File: config.mk
export PLATFORM = sky130hd
export DESIGN_NAME = epass_frame_reader_flat
export DESIGN_NICKNAME = d
export VERILOG_FILES = /design/src/rtl/epass_frame_reader_pkg.sv /design/src/rtl/epass_frame_reader_if.sv /design/src/rtl/epass_frame_reader_timer.sv /design/src/rtl/epass_frame_reader.sv /design/src/flat_wrapper.sv
export SDC_FILE = /design/constraint.sdc
export NUM_CORES = 1
export LEC_CHECK = 0
export CAP_MARGIN = 20
export CORE_MARGIN = 1.5
export CORE_UTILIZATION = 45
export DETAILED_ROUTE_END_ITERATION = 10
export GPL_TIMING_DRIVEN = 0
export HOLD_SLACK_MARGIN = 0.12
export PLACE_DENSITY = 0.76
export SKIP_CTS_REPAIR_TIMING = 1
export SLEW_MARGIN = 20
export SYNTH_ARGS = -nofsm -noshare
export SYNTH_HDL_FRONTEND = slang
export SYNTH_SLANG_ARGS = --single-unit
File: constraint.sdc
create_clock -name clk -period 3.1 [get_ports clk]
set_input_delay 0.31 -clock clk [delete_from_list [all_inputs] [get_ports clk]]
set_output_delay 0.31 -clock clk [all_outputs]
set_load 0.005 [all_outputs]
File: src/rtl/epass_frame_reader_pkg.sv
// Shared constants, state encoding and helpers for the e-pass tag frame reader.
package epass_frame_reader_pkg;

  localparam int unsigned BYTE_W   = 8;
  localparam int unsigned ID_BYTES = 4;

  localparam logic [BYTE_W-1:0] SOF         = 8'hA5;
  localparam logic [BYTE_W-1:0] FEE_DEFAULT = 8'd20;

  localparam logic [2:0] ST_IDLE = 3'd0;
  localparam logic [2:0] ST_ID   = 3'd1;
  localparam logic [2:0] ST_BAL  = 3'd2;
  localparam logic [2:0] ST_CHK  = 3'd3;
  localparam logic [2:0] ST_HOLD = 3'd4;

  typedef enum logic [2:0] {
    StIdle = ST_IDLE,
    StId   = ST_ID,
    StBal  = ST_BAL,
    StChk  = ST_CHK,
    StHold = ST_HOLD
  } state_e;

  // States in which a frame is being received and the gap timeout applies.
  function automatic logic in_frame(input state_e s);
    return (s == StId) || (s == StBal) || (s == StChk);
  endfunction

endpackage

File: src/rtl/epass_frame_reader_if.sv
// Byte-stream input, controller handshake and qualification outputs of the frame reader.
interface epass_frame_reader_if;
  import epass_frame_reader_pkg::*;

  logic              rx_valid;
  logic [BYTE_W-1:0] rx_data;
  logic              done;
  logic              valid_Epass;
  logic [31:0]       tag_id;
  logic [BYTE_W-1:0] balance;
  logic              frame_err;
  logic              low_bal;
  logic              busy;

  // Producer of bytes and of the controller's done indication.
  modport master (
    output rx_valid, rx_data, done,
    input  valid_Epass, tag_id, balance, frame_err, low_bal, busy
  );

  // The frame reader itself.
  modport slave (
    input  rx_valid, rx_data, done,
    output valid_Epass, tag_id, balance, frame_err, low_bal, busy
  );

endinterface

File: src/rtl/epass_frame_reader_timer.sv
// Clearable up-counter with a terminal-count compare; shared for gap and hold timing.
module epass_frame_reader_timer #(
  parameter int unsigned Width = 27
) (
  input  logic             clk,
  input  logic             reset,
  input  logic             clr_i,
  input  logic             en_i,
  input  logic [Width-1:0] limit_i,
  output logic             tc_o
);

  logic [Width-1:0] count_q;

  // Count enabled cycles; clear has priority over counting.
  always_ff @(posedge clk) begin
    if (reset || clr_i) begin
      count_q <= '0;
    end else if (en_i) begin
      count_q <= count_q + Width'(1);
    end
  end

  assign tc_o = (count_q == limit_i);

endmodule

File: src/rtl/epass_frame_reader.sv
// Parses tag frames from the transceiver byte stream, checks checksum and balance, and holds
// valid_Epass until the toll controller reports done or the hold window expires.
module epass_frame_reader
  import epass_frame_reader_pkg::*;
#(
  parameter logic [BYTE_W-1:0] FEE         = FEE_DEFAULT,
  parameter int unsigned       GAP_CYCLES  = 500000,
  parameter int unsigned       HOLD_CYCLES = 100000000,
  parameter int unsigned       WIDTH_TMR   = 27
) (
  input logic                 clk,
  input logic                 reset,
  epass_frame_reader_if.slave bus
);

  localparam logic [WIDTH_TMR-1:0] GapLimit  = WIDTH_TMR'(GAP_CYCLES - 1);
  localparam logic [WIDTH_TMR-1:0] HoldLimit = WIDTH_TMR'(HOLD_CYCLES - 1);

  state_e            state;
  logic [1:0]        byte_cnt;
  logic [31:0]       id_shadow;
  logic [BYTE_W-1:0] bal_shadow;
  logic [BYTE_W-1:0] sum;

  logic              valid_q;
  logic [31:0]       tag_id_q;
  logic [BYTE_W-1:0] balance_q;
  logic              frame_err_q;
  logic              low_bal_q;

  logic                 framing;
  logic                 gap_expired;
  logic                 hold_exit;
  logic                 tmr_clr;
  logic                 tmr_en;
  logic                 tmr_tc;
  logic [WIDTH_TMR-1:0] tmr_limit;

  // Timer control: a received byte beats a same-cycle gap expiry, and the timer is held at
  // zero whenever the FSM is idle or about to leave a timed state.
  always_comb begin
    framing     = in_frame(state);
    tmr_limit   = (state == StHold) ? HoldLimit : GapLimit;
    gap_expired = framing && tmr_tc && !bus.rx_valid;
    hold_exit   = (state == StHold) && (bus.done || tmr_tc);
    tmr_clr     = (state == StIdle) || (framing && (bus.rx_valid || gap_expired)) || hold_exit;
    tmr_en      = !tmr_clr;
  end

  epass_frame_reader_timer #(
    .Width (WIDTH_TMR)
  ) u_timer (
    .clk     (clk),
    .reset   (reset),
    .clr_i   (tmr_clr),
    .en_i    (tmr_en),
    .limit_i (tmr_limit),
    .tc_o    (tmr_tc)
  );

  // Frame parser FSM with registered qualification outputs and one-cycle status pulses.
  always_ff @(posedge clk) begin
    if (reset) begin
      state       <= StIdle;
      byte_cnt    <= '0;
      id_shadow   <= '0;
      bal_shadow  <= '0;
      sum         <= '0;
      valid_q     <= 1'b0;
      tag_id_q    <= '0;
      balance_q   <= '0;
      frame_err_q <= 1'b0;
      low_bal_q   <= 1'b0;
    end else begin
      frame_err_q <= 1'b0;
      low_bal_q   <= 1'b0;
      unique case (state)
        StIdle: begin
          if (bus.rx_valid && (bus.rx_data == SOF)) begin
            state    <= StId;
            byte_cnt <= '0;
            sum      <= '0;
          end
        end
        StId: begin
          if (bus.rx_valid) begin
            // SOF value inside a frame is plain data; no resync.
            id_shadow <= {id_shadow[23:0], bus.rx_data};
            sum       <= sum ^ bus.rx_data;
            byte_cnt  <= byte_cnt + 2'd1;
            if (byte_cnt == 2'(ID_BYTES - 1)) begin
              state <= StBal;
            end
          end else if (gap_expired) begin
            frame_err_q <= 1'b1;
            id_shadow   <= '0;
            bal_shadow  <= '0;
            state       <= StIdle;
          end
        end
        StBal: begin
          if (bus.rx_valid) begin
            bal_shadow <= bus.rx_data;
            sum        <= sum ^ bus.rx_data;
            state      <= StChk;
          end else if (gap_expired) begin
            frame_err_q <= 1'b1;
            id_shadow   <= '0;
            bal_shadow  <= '0;
            state       <= StIdle;
          end
        end
        StChk: begin
          if (bus.rx_valid) begin
            if (bus.rx_data != sum) begin
              frame_err_q <= 1'b1;
              state       <= StIdle;
            end else if (bal_shadow < FEE) begin
              low_bal_q <= 1'b1;
              state     <= StIdle;
            end else begin
              valid_q   <= 1'b1;
              tag_id_q  <= id_shadow;
              balance_q <= bal_shadow;
              state     <= StHold;
            end
          end else if (gap_expired) begin
            frame_err_q <= 1'b1;
            id_shadow   <= '0;
            bal_shadow  <= '0;
            state       <= StIdle;
          end
        end
        StHold: begin
          // Bytes arriving here are dropped.
          if (hold_exit) begin
            valid_q <= 1'b0;
            state   <= StIdle;
          end
        end
        default: begin
          state <= StIdle;
        end
      endcase
    end
  end

  assign bus.valid_Epass = valid_q;
  assign bus.tag_id      = tag_id_q;
  assign bus.balance     = balance_q;
  assign bus.frame_err   = frame_err_q;
  assign bus.low_bal     = low_bal_q;
  assign bus.busy        = (state != StIdle);

endmodule
File: src/flat_wrapper.sv
// flat-port wrapper written by rule: the top's interface ports become plain ports
module epass_frame_reader_flat import epass_frame_reader_pkg::*;
#(
  parameter logic [BYTE_W-1:0] FEE         = FEE_DEFAULT,
  parameter int unsigned       GAP_CYCLES  = 500000,
  parameter int unsigned       HOLD_CYCLES = 100000000,
  parameter int unsigned       WIDTH_TMR   = 27
)
  (clk, reset, bus_rx_valid, bus_rx_data, bus_done, bus_valid_Epass, bus_tag_id, bus_balance, bus_frame_err, bus_low_bal, bus_busy);
  epass_frame_reader_if bus_i ();
  input logic clk;
  input logic reset;
  input wire logic [$bits(bus_i.rx_valid)-1:0] bus_rx_valid;
  input wire logic [$bits(bus_i.rx_data)-1:0] bus_rx_data;
  input wire logic [$bits(bus_i.done)-1:0] bus_done;
  output wire logic [$bits(bus_i.valid_Epass)-1:0] bus_valid_Epass;
  output wire logic [$bits(bus_i.tag_id)-1:0] bus_tag_id;
  output wire logic [$bits(bus_i.balance)-1:0] bus_balance;
  output wire logic [$bits(bus_i.frame_err)-1:0] bus_frame_err;
  output wire logic [$bits(bus_i.low_bal)-1:0] bus_low_bal;
  output wire logic [$bits(bus_i.busy)-1:0] bus_busy;
  assign bus_i.rx_valid = bus_rx_valid;
  assign bus_i.rx_data = bus_rx_data;
  assign bus_i.done = bus_done;
  assign bus_valid_Epass = bus_i.valid_Epass;
  assign bus_tag_id = bus_i.tag_id;
  assign bus_balance = bus_i.balance;
  assign bus_frame_err = bus_i.frame_err;
  assign bus_low_bal = bus_i.low_bal;
  assign bus_busy = bus_i.busy;
  epass_frame_reader #(.FEE(FEE), .GAP_CYCLES(GAP_CYCLES), .HOLD_CYCLES(HOLD_CYCLES), .WIDTH_TMR(WIDTH_TMR)) u_core (.clk(clk), .reset(reset), .bus(bus_i));
endmodule
==> results.txt <==
For this block, the initial DRC count from the detailed router was 403. The endpoint arrival time on the critical path was 3.17 ns. The cell type group with the largest total delay on the critical path was buffers and inverters. The logs give 123 for the clock sink count and 0 for the initial antenna violation count.

The tools report the total die area as 12,930 um2. The clock slew at the register clock pins of the worst setup and hold paths was 0.05 ns. The met3 wire length is 833 um, and the final HPWL from detailed placement is 9.989 mm.

Counting buffers and inverters, the worst setup path is 8 cells deep. In the synthesized netlist the dominant register cell turns out to be sky130_fd_sc_hd__dfxtp_1. STA classifies the critical path startpoint as a primary input.

The smallest clock period supported by the final layout is computed as 2.888 ns. The number of placed instances, taps included, is 823. The compound-cell area share of the yosys netlist is 0.1656. In the post-synthesis netlist, the biggest area contributors are sky130_fd_sc_hd__dfxtp_1 45%, sky130_fd_sc_hd__mux2i_1 7.3%, sky130_fd_sc_hd__nor2_1 5.2%, sky130_fd_sc_hd__nand2_1 4.0%, sky130_fd_sc_hd__nor2b_1 3.2%. The layout cell share with drive strength beyond 1 works out to 0.06365. Dividing the detail-routed wire length by the instance count gives 16.71 um. The highest metal layer used by the detailed router is met4.

In the synthesized netlist, the number of instances is 621. The worst register-to-register path ends at u_core.id_shadow[4]. The post-route non-filler standard cell count is 854, and the transition time at the pin with the least slew margin is 1.082 ns. The final clock period utilization by the worst path is 0.9315, and the highest cell delay on the worst timing path is 0.50 ns. Clock tree synthesis selected as its root buffer the cell sky130_fd_sc_hd__clkbuf_16.

The final route contains 4,936 vias. Buffers placed on the I/O ports in this run total 55. The setup TNS after final layout was 0 ns. sky130_fd_sc_hd__dfxtp_1 takes more of the synthesized area than any other cell. For the post-layout utilization of the core, the log shows 0.5726. The startpoint identified for the worst register-to-register timing path is u_core.u_timer.count_q[9].

On the critical path, the stage with the largest delay is an instance of sky130_fd_sc_hd__nor4_1. The run gives 0 as the max-slew violation count. By startpoint and endpoint, the worst setup path is classified as in2reg. The initial core utilization is 0.4612, and the number of failing hold endpoints at the final stage is 0.

The post-synthesis xor/xnor area fraction is 0.05081. The worst register-to-register path has a setup slack of 0.34 ns. The final layout contains routed wiring with a total length of 14.27 mm.

56 I/O pins were placed. The mux share of post-synthesis cell area is 0.07258. The relative slew slack came out at 0.2785.

The placer congestion estimate is 0.8887. The via-per-instance ratio came out at 5.780. The fraction of synthesis flops using an asynchronous set or reset pin is 0, and the count of TritonRoute iterations in the first routing pass is 5.

Pin count of the biggest net entering global routing: 17. In this run, CTS created clock tree buffers numbering 17. Worst hold path depth: 2. The mapped netlist covers 5517 um2.

Compared with the post-synthesis result, the final layout area differs by 24.16%. The routed design uses 6.703 mm of met2 wire. For the global routing usage summed across all routing layers, the log shows 0.2337. The floorplan has 40 rows. No sink is reached through more buffers than the 2 on the longest clock path.

The count of H-tree levels built during CTS is 4, and the number of nets produced by synthesis is 635. Across the run, the number of max-cap violations was 0. The area of the core region was 11,960 um2; the clock insertion delay at the later pin of the skew report was 0.42 ns.

The area share of fa/ha/maj cells after synthesis is 0.004536, and the global-route congestion overflow total is 0. On the final layout, the worst clock skew is 0.003952 ns. The flow ran to the end, and the final reports show no timing, DRC or antenna violations.

The logs give 59 for the number of distinct standard cells referenced by the synthesized netlist and 0 for the final routed DRC violation total. The detailed router put a total of 6.422 mm of wire on met1. The height of the die was 113.7 um.

In this run the power density over the cells is 545.7 nW/um2. STA puts the critical path data required time at 3.38 ns. The horizontal extent of the die works out to 113.7 um. TritonCTS built the clock tree. The worst hold path belongs to the class reg2reg. Counting flops with a built-in enable in the synthesized netlist gives 0. During synthesis, Yosys emitted a total of 0 warnings. The post-synthesis simple-gate area fraction came out at 0.2191.

The most critical setup path has its startpoint at bus_rx_valid. 0 antenna diodes ended up in the layout. Fill cells in the final layout number 1,068.

The tools report the residual antenna-violating net count after detailed routing as 0. The tools report the portion of the post-synthesis area used by sequential elements as 0.4464. The signal on the critical path passes through clkdlybuf4s50_1, clkbuf_1, inv_1, nor4_1, nand4_1, buf_1, mux2i_1, nor2_1. After synthesis, the mean cell area works out to 8.883 um2. The flip-flop and latch count after synthesis was 123; the worst ir drop on vdd was 353.7 uV. Along the worst path, the maximum fanout reaches 10.

Counting cells, the worst reg-to-reg path comes to 6. Endpoint kind of the worst setup timing path: a register. By area, the combinational part of the netlist is dominated by simple AND/OR/NAND/NOR gates. The endpoint of the most critical setup path was u_core.bus.tag_id[10]. At the end of the flow, the number of nets in the layout was 709.

The number of buffers and inverters on the critical path was 4. The run gives 23.64 mm as the first-pass GRT wire length. In the layout the commonest cells are 123 x sky130_fd_sc_hd__dfxtp_1, 77 x sky130_fd_sc_hd__nor2_1, 59 x sky130_fd_sc_hd__nand2_1. Setup repair after global routing left no endpoint under its margin. Leaving out fill and tap cells, the most frequent cell in the layout is sky130_fd_sc_hd__dfxtp_1. The maximum clock frequency was 346.3 MHz; the standby leakage power was 2.564 nW. The final setup violation count was 0; the via count of the first global-routing pass was 4,797. The fraction of synthesized cell area taken by the top area cell type was 0.4464.
-- cell families after synthesis --
logic type / count (synthesis)
xor+xnor: 32
compound gates: 117
buf+inv: 59
simple gates: 248
mux: 40
flops: 123
fa+ha+maj: 2
-- routing by layer --
metal	up-vias	global-route usage
met4	0	0.09167
met3	31	0.06057
met2	171	0.3839
met1	2360	0.2947
li1	2374	-
met5	-	0
-- worst min-delay path by stage --
| stage | startpoint | to | slack [ns] |
|---|---|---|---|
| after global placement | u_core.u_timer.count_q[0] | u_core.u_timer.count_q[0] | 0.46 |
| after CTS | u_core.bal_shadow[1] | u_core.bal_shadow[1] | 0.49 |
| after detailed placement | u_core.id_shadow[8] | u_core.bus.tag_id[8] | 0.47 |
| after global routing | u_core.bal_shadow[1] | u_core.bal_shadow[1] | 0.50 |
| final | u_core.id_shadow[8] | u_core.bus.tag_id[8] | 0.48 |
| after floorplan | u_core.u_timer.count_q[0] | u_core.u_timer.count_q[0] | 0.44 |
-- sequential cells by signal (all words and copies together), names as in the netlist, 2 cells and up --
signal	cells
u_core.bus.balance	8
u_core.bal_shadow	8
u_core.sum	8
u_core.id_shadow	32
u_core.u_timer.count_q	27
u_core.byte_cnt	2
u_core.bus.tag_id	32
u_core.state	3
-- area by class of cell --
cell class	instances	area (um2)	area share
clock inverters	12	148.9	0.02174
inverters	17	63.81	0.009317
plain buffers	42	162.7	0.02375
repair buffers	55	550.5	0.08038
multi-input cells	439	2834	0.4138
clock buffers	19	442.9	0.06467
well taps	147	183.9	0.02685
flip-flops and latches	123	2462	0.3595
-- tightest hold or removal path, delay by kind of cell (launching register included) --
family	cells	cell delay, ns
mux	1	0.06
simple gates	1	0.07
flops	1	0.32
-- cells in the mapped netlist (2+ instances only) --
library cell,number
sky130_fd_sc_hd__a21o_1,4
sky130_fd_sc_hd__a21oi_1,6
sky130_fd_sc_hd__a22o_1,8
sky130_fd_sc_hd__a22oi_1,8
sky130_fd_sc_hd__a31oi_1,2
sky130_fd_sc_hd__a32oi_1,16
sky130_fd_sc_hd__and2_1,2
sky130_fd_sc_hd__and3_1,5
sky130_fd_sc_hd__and4_1,3
sky130_fd_sc_hd__buf_1,4
sky130_fd_sc_hd__buf_2,4
sky130_fd_sc_hd__clkbuf_1,34
sky130_fd_sc_hd__dfxtp_1,123
sky130_fd_sc_hd__ha_1,2
sky130_fd_sc_hd__inv_1,16
sky130_fd_sc_hd__mux2i_1,40
sky130_fd_sc_hd__nand2_1,59
sky130_fd_sc_hd__nand2b_1,4
sky130_fd_sc_hd__nand3_1,24
sky130_fd_sc_hd__nand4_1,7
sky130_fd_sc_hd__nand4b_1,2
sky130_fd_sc_hd__nor2_1,77
sky130_fd_sc_hd__nor2b_1,28
sky130_fd_sc_hd__nor3_1,12
sky130_fd_sc_hd__nor4_1,8
sky130_fd_sc_hd__nor4b_1,4
sky130_fd_sc_hd__o21a_1,10
sky130_fd_sc_hd__o21ai_0,22
sky130_fd_sc_hd__o221ai_1,9
sky130_fd_sc_hd__o31ai_1,8
sky130_fd_sc_hd__o32ai_1,8
sky130_fd_sc_hd__or2_2,3
sky130_fd_sc_hd__or3_1,3
sky130_fd_sc_hd__xnor2_1,17
sky130_fd_sc_hd__xor2_1,15
-- power breakdown --
group          total (W)  leakage, nW  internal, W  switching [W]
clock network    0.00200        0.281      0.00127       0.000722
registers        0.00162        0.991      0.00160      0.0000135
logic           0.000124         1.29    0.0000446      0.0000792
-- through the flow --
step	setup slack, ns	total power (W)	hold WS [ns]	area [um2]
final	0.2123	0.003737	0.4821	6849
after global routing	0.04559	0.003841	0.5035	6849
after CTS	0.2183	0.003746	0.4926	6843
after detailed placement	-0.1965	0.001770	0.4717	6251
after global placement	-0.1179	0.001767	0.4612	6251
after floorplan	0.8478	0.001715	0.4413	5517
Power figures use the tool's default switching activity.
==> patch 1 (same settings) <==
Reset style: asynchronous (`reset`), changed in one clocked block.
--- a/src/rtl/epass_frame_reader.sv
+++ b/src/rtl/epass_frame_reader.sv
@@ -59,7 +59,7 @@
   );
 
   // Frame parser FSM with registered qualification outputs and one-cycle status pulses.
-  always_ff @(posedge clk) begin
+  always_ff @(posedge clk or posedge reset) begin
     if (reset) begin
       state       <= StIdle;
       byte_cnt    <= '0;
Check against the original RTL: differs if reset is asserted again (counterexample within 4 cycles, from zero or initial values and one cycle with reset high); with reset held inactive, the same outputs for 4 cycles.
==> patch 1 against the unedited design <==
Cell area grew 4.3%; sequential cell count is the same; synthesized area grew 3.3%; worst setup slack better by 0.50 ns; critical path type unchanged; clock skew rose by 0.0040 ns; first-iteration DRC count decreased by 45%; die area is 3.2% higher; wire length down 7.5%; critical endpoint is now u_core.bus.tag_id[27]; synthesized cell count down 14%.
Power is not compared: it rests on default switching activity, and its combinational part moved more than twofold at a synthesized area within 25%.
==> patch 1: results (changes against the unedited design) <==
* Result of the run: completed
* DR iter-0 viols at 223 (-45%)
* Worst hold path class: in2async
* Actual slew at the worst max-slew pin at 0.704 ns (-0.378 ns)
* Worst setup startpoint: bus_rx_data[5]
* Clk Latency, worst-skew pair at 0.42 ns (about the same)
* Hpwl dp at 9.17 mm (-8.2%)
* Met1 WL at 5.75 mm (-10%)
* Initial antenna violation count at 0 (unchanged)
* Synth top cells by count: dfrtp_1, nand2_1, o21ai_0
* Crit path DAT at 2.68 ns (-0.49 ns)
* Total CTS buffers at 17 (unchanged)
* Max incr delay on CP at 0.55 ns (+0.05 ns)
* Port buffer count at 55 (unchanged)
* Yosys cell types at 54 (-8.5%)
* First-pass GRT wire length at 21.7 mm (-8.3%)
* Post-Syn Nets at 550 (-13%)
* CP delay by family, top: buffers and inverters
* Pin count of the biggest net entering global routing at 33 (+16)
* Total number of yosys warnings at 0 (unchanged)
* GPL Wtd Cong at 0.857 (-3.5%)
* H-tree Lvls at 4 (unchanged)
* P_leak at 3.00 nW
* Placed cell areas at 0.00653 mm2 (+4.5%)
* Nets at 627 (-12%)
* Seq/Total Area, Yosys at 0.516 (+0.0700)
* Detailed Routing Iterations Pass 1 at 5 (unchanged)
* Ys async rst share at 0.780 (+0.780)
* Switching part of the total at 0.305
* Met3 WL at 597 um (-28%)
* Vias in the first global route at 4471 (-6.8%)
* Reg2Reg Launch Point: u_core.sum[5]
* Share of post-route cells with drive strength above 1 at 0.106 (+0.0420)
* Routed WL per cell at 16.7 um (-0.38%)
* CP max stage cell: clkdlybuf4s50_1
* Crit path max fanout at 10 (unchanged)
* Highest Signal Layer: met4
* Clk_skew at 0.00793 ns (+0.00398 ns)
* GRT Util Overall at 0.210 (-0.0241)
* Vias at 4552 (-7.8%)
* Worst-path clk slew at 0.05 ns (about the same)
* Maximum vdd drop at roughly 0.00032 V
* Post-place setup slack at 0.287 ns (+0.484 ns)
* Metal2 WL at 6.57 mm (-2.0%)
* Area contributors post-synth: dfrtp_1, dfxtp_1, mux2_1
patch 1: cell type report:
| type | count | area, um2 |
|---|---|---|
| tap | 168 | 210 |
| multi-input combinational | 374 | 2570 |
| fill | 1000 | 5020 |
| clock buffer | 21 | 470 |
| inverter | 4 | 18.8 |
| clock inverter | 10 | 140 |
| timing repair buffer | 58 | 618 |
| sequential | 123 | 2940 |
| buffer | 35 | 173 |
patch 1: power groups by stage:
stage	registers, mW	clock network [mW]	logic, mW
6_report	2.29	2.04	1.06
5_1_grt	2.34	2.12	1.22
4_1_cts	2.29	2.06	1.07
3_5_place_dp	2.31	0	1.06
3_3_place_gp	2.29	0	1.00
2_1_floorplan	2.18	0	0.815
patch 1: final timing paths:
path / endpoint / slack (ns) / depth (start not counted)
setup / recovery: u_core.bus.tag_id[27] / 0.71 / 6
hold / removal: u_core.bus.balance[4] / 0.26 / 2
setup reg to reg: u_core.bus.tag_id[27] / 0.79 / 5
hold reg to reg: u_core.u_timer.count_q[0] / 0.48 / 1
max in group asynchronous: u_core.bus.tag_id[29] / 2.34 / 3
min in group clk: u_core.u_timer.count_q[0] / 0.48 / 1
patch 1: logic make-up after synthesis:
kind of cell / count (synthesis) / share of synthesized area
AND/OR/NAND/NOR: 183 / 0.185
AO/OA/AOI/OAI: 127 / 0.148
adder cells (fa/ha/maj): 2 / 0.00439
flip-flops: 123 / 0.516
XOR/XNOR: 21 / 0.0323
buffers and inverters: 39 / 0.0329
multiplexers: 41 / 0.0810
patch 1: layer usage:
layer  GRT usage  vias up
met5           0        -
met4      0.0889        0
met1       0.260     2262
li1            -     2154
met3      0.0560       22
met2       0.347      114
patch 1: through the flow:
step | total power [mW] | cells
floorplan | 3.00 | 536
global placement | 3.29 | 759
detailed placement | 3.37 | 762
CTS | 5.42 | 793
global route | 5.68 | 793
finish | 5.39 | 793
==> patch 2 (same settings) <==
Made on the original files. `WIDTH_TMR` is set to 27 in 2 places; all go to 54.
--- a/src/rtl/epass_frame_reader.sv
+++ b/src/rtl/epass_frame_reader.sv
@@ -6,7 +6,7 @@
   parameter logic [BYTE_W-1:0] FEE         = FEE_DEFAULT,
   parameter int unsigned       GAP_CYCLES  = 500000,
   parameter int unsigned       HOLD_CYCLES = 100000000,
-  parameter int unsigned       WIDTH_TMR   = 27
+  parameter int unsigned       WIDTH_TMR   = 54
 ) (
   input logic                 clk,
   input logic                 reset,
--- a/src/flat_wrapper.sv
+++ b/src/flat_wrapper.sv
@@ -4,7 +4,7 @@
   parameter logic [BYTE_W-1:0] FEE         = FEE_DEFAULT,
   parameter int unsigned       GAP_CYCLES  = 500000,
   parameter int unsigned       HOLD_CYCLES = 100000000,
-  parameter int unsigned       WIDTH_TMR   = 27
+  parameter int unsigned       WIDTH_TMR   = 54
 )
   (clk, reset, bus_rx_valid, bus_rx_data, bus_done, bus_valid_Epass, bus_tag_id, bus_balance, bus_frame_err, bus_low_bal, bus_busy);
   epass_frame_reader_if bus_i ();
Check against the original RTL: same outputs for any inputs over 4 cycles, from zero or initial values and one cycle with reset high; that may be too few to reach the edited logic, so the function may still have changed.
==> patch 2 against the unedited design <==
Synthesized cell count is 23% higher; final cell count is 20% higher; wire length is 6.5% higher; count of clock-buffer cells in the layout is 1 lower; synthesized area is 16% higher; worst hold slack worse by 0.033 ns; total power is 4.8% higher; sequential cell count is 27 higher; worst setup slack better by 0.25 ns; cell area is 13% higher; sequential share of layout area is 2.8 points higher; clock power is 4% lower; critical path type is now reg2out.
==> patch 2: results (changes against the unedited design) <==
* Result of the run: completed
* Detailed Routing Iterations Pass 1 at 5 (unchanged)
* DP Cell Count at 997 (+21%)
* GPL Wtd Cong at 0.841 (-5.4%)
* Slew HR at 0.428 (+0.149)
* Post-Syn Nets at 777 (+22%)
* Clk_skew at 0.00955 ns (+0.00560 ns)
* Met3 Track Usage GR at 0.0469 (-0.0136)
* P_leak at 2.43 nW (-5.3%)
* Crit path max fanout at 10 (unchanged)
* Port buffer count at 54 (-1.8%)
* DR iter-0 viols at 598 (+48%)
* Yosys cell types at 49 (-17%)
* Number of synthesized flops with an enable pin at 0 (unchanged)
* Area contributors post-synth: dfxtp_1, nand2_1, nor2_1
* Met2 Use GR at 0.328 (-0.0557)
* Most common flop cell mapped by yosys: dfxtp_1
* Share of post-route cells with drive strength above 1 at 0.0742 (+0.0106)
* Pin count of the biggest net entering global routing at 17 (unchanged)
* First-pass GRT wire length at 25.3 mm (+7.1%)
* Nets at 850 (+20%)
* Clock root buffer: clkbuf_16
* Routed WL per cell at 14.8 um (-12%)
* Total number of yosys warnings at 0 (unchanged)
* Hpwl dp at 10.6 mm (+5.9%)
* Maximum vdd drop at 0.000351 V (-0.68%)
* Seq/Total Area, Yosys at 0.468 (+0.0218)
* Vias in the first global route at 5131 (+7.0%)
* GRT Util Overall at 0.214 (-0.0199)
* Metal2 WL at 6.95 mm (+3.7%)
* Met3 WL at 882 um (+5.9%)
* Post-place setup slack at 0.365 ns (+0.562 ns)
* Met1 WL at 7.24 mm (+13%)
* Syn Inst Count at 763 (+23%)
* Synth top cells by count: dfxtp_1, nand2_1, nor2_1
* Vias at 5623 (+14%)
* Drt via density at 5.46 (-5.5%)
* Placed cell areas at 0.00718 mm2 (+15%)
* Met1 usage at 0.298 (+0.00308)
* Final hold viol count at 0 (unchanged)
* Crit path DAT at 2.33 ns (-0.84 ns)
* Longest Clk Path Bufs at 2 (unchanged)
* Ant. Diodes at 0 (unchanged)
## patch 2: cell count changes in the layout (fill, tap and decap cells not counted), moves of 17 or more
cell,unedited run,this run
a21oi_1,6,59
nand4_1,7,24
a22oi_1,8,34
nor3_1,12,29
o21ai_0,22,5
nand2_1,59,118
mux2i_1,40,1
nor2_1,77,117
xnor2_1,17,43
dfxtp_1,123,150
nor2b_1,28,4
## patch 2: power by group
group / switching, mW / leakage [nW] / total (mW) / internal, mW
Combinational: 0.0456 / 0.956 / 0.0674 / 0.0218
Sequential: 0.000229 / 1.21 / 1.93 / 1.93
Clock: 0.860 / 0.265 / 1.92 / 1.06
## patch 2: worst paths after layout
check,from,endpoint,slack (ns),cells after the start
max,u_core.state[2],bus_busy,0.46,4
min,u_core.bus.tag_id[23],u_core.bus.tag_id[23],0.45,2
max reg2reg,u_core.u_timer.count_q[0],u_core.u_timer.count_q[2],0.65,8
min reg2reg,u_core.bus.tag_id[23],u_core.bus.tag_id[23],0.45,2
## patch 2: final cells by class
cell class / instances / area, um2
flip-flops and latches: 150 / 3000
clock inverters: 14 / 115
multi-input cells: 559 / 3170
repair buffers: 54 / 541
clock buffers: 18 / 439
fillers: 1244 / 6140
inverters: 9 / 33.8
plain buffers: 45 / 219
well taps: 180 / 225
## patch 2: worst max-delay path, stage by stage (launching register included)
cell and delay, ns:
dfxtp_1 0.37, clkbuf_1 0.39, clkbuf_1 0.45, or3_1 0.21
clkdlybuf4s50_1 0.50
## patch 2: cells by family after synthesis
logic type / count (synthesis) / share of synthesized area
fa+ha+maj: 2 / 0.00390
compound gates: 115 / 0.114
xor+xnor: 60 / 0.0819
buf+inv: 54 / 0.0394
flops: 150 / 0.468
mux: 1 / 0.00156
simple gates: 381 / 0.291
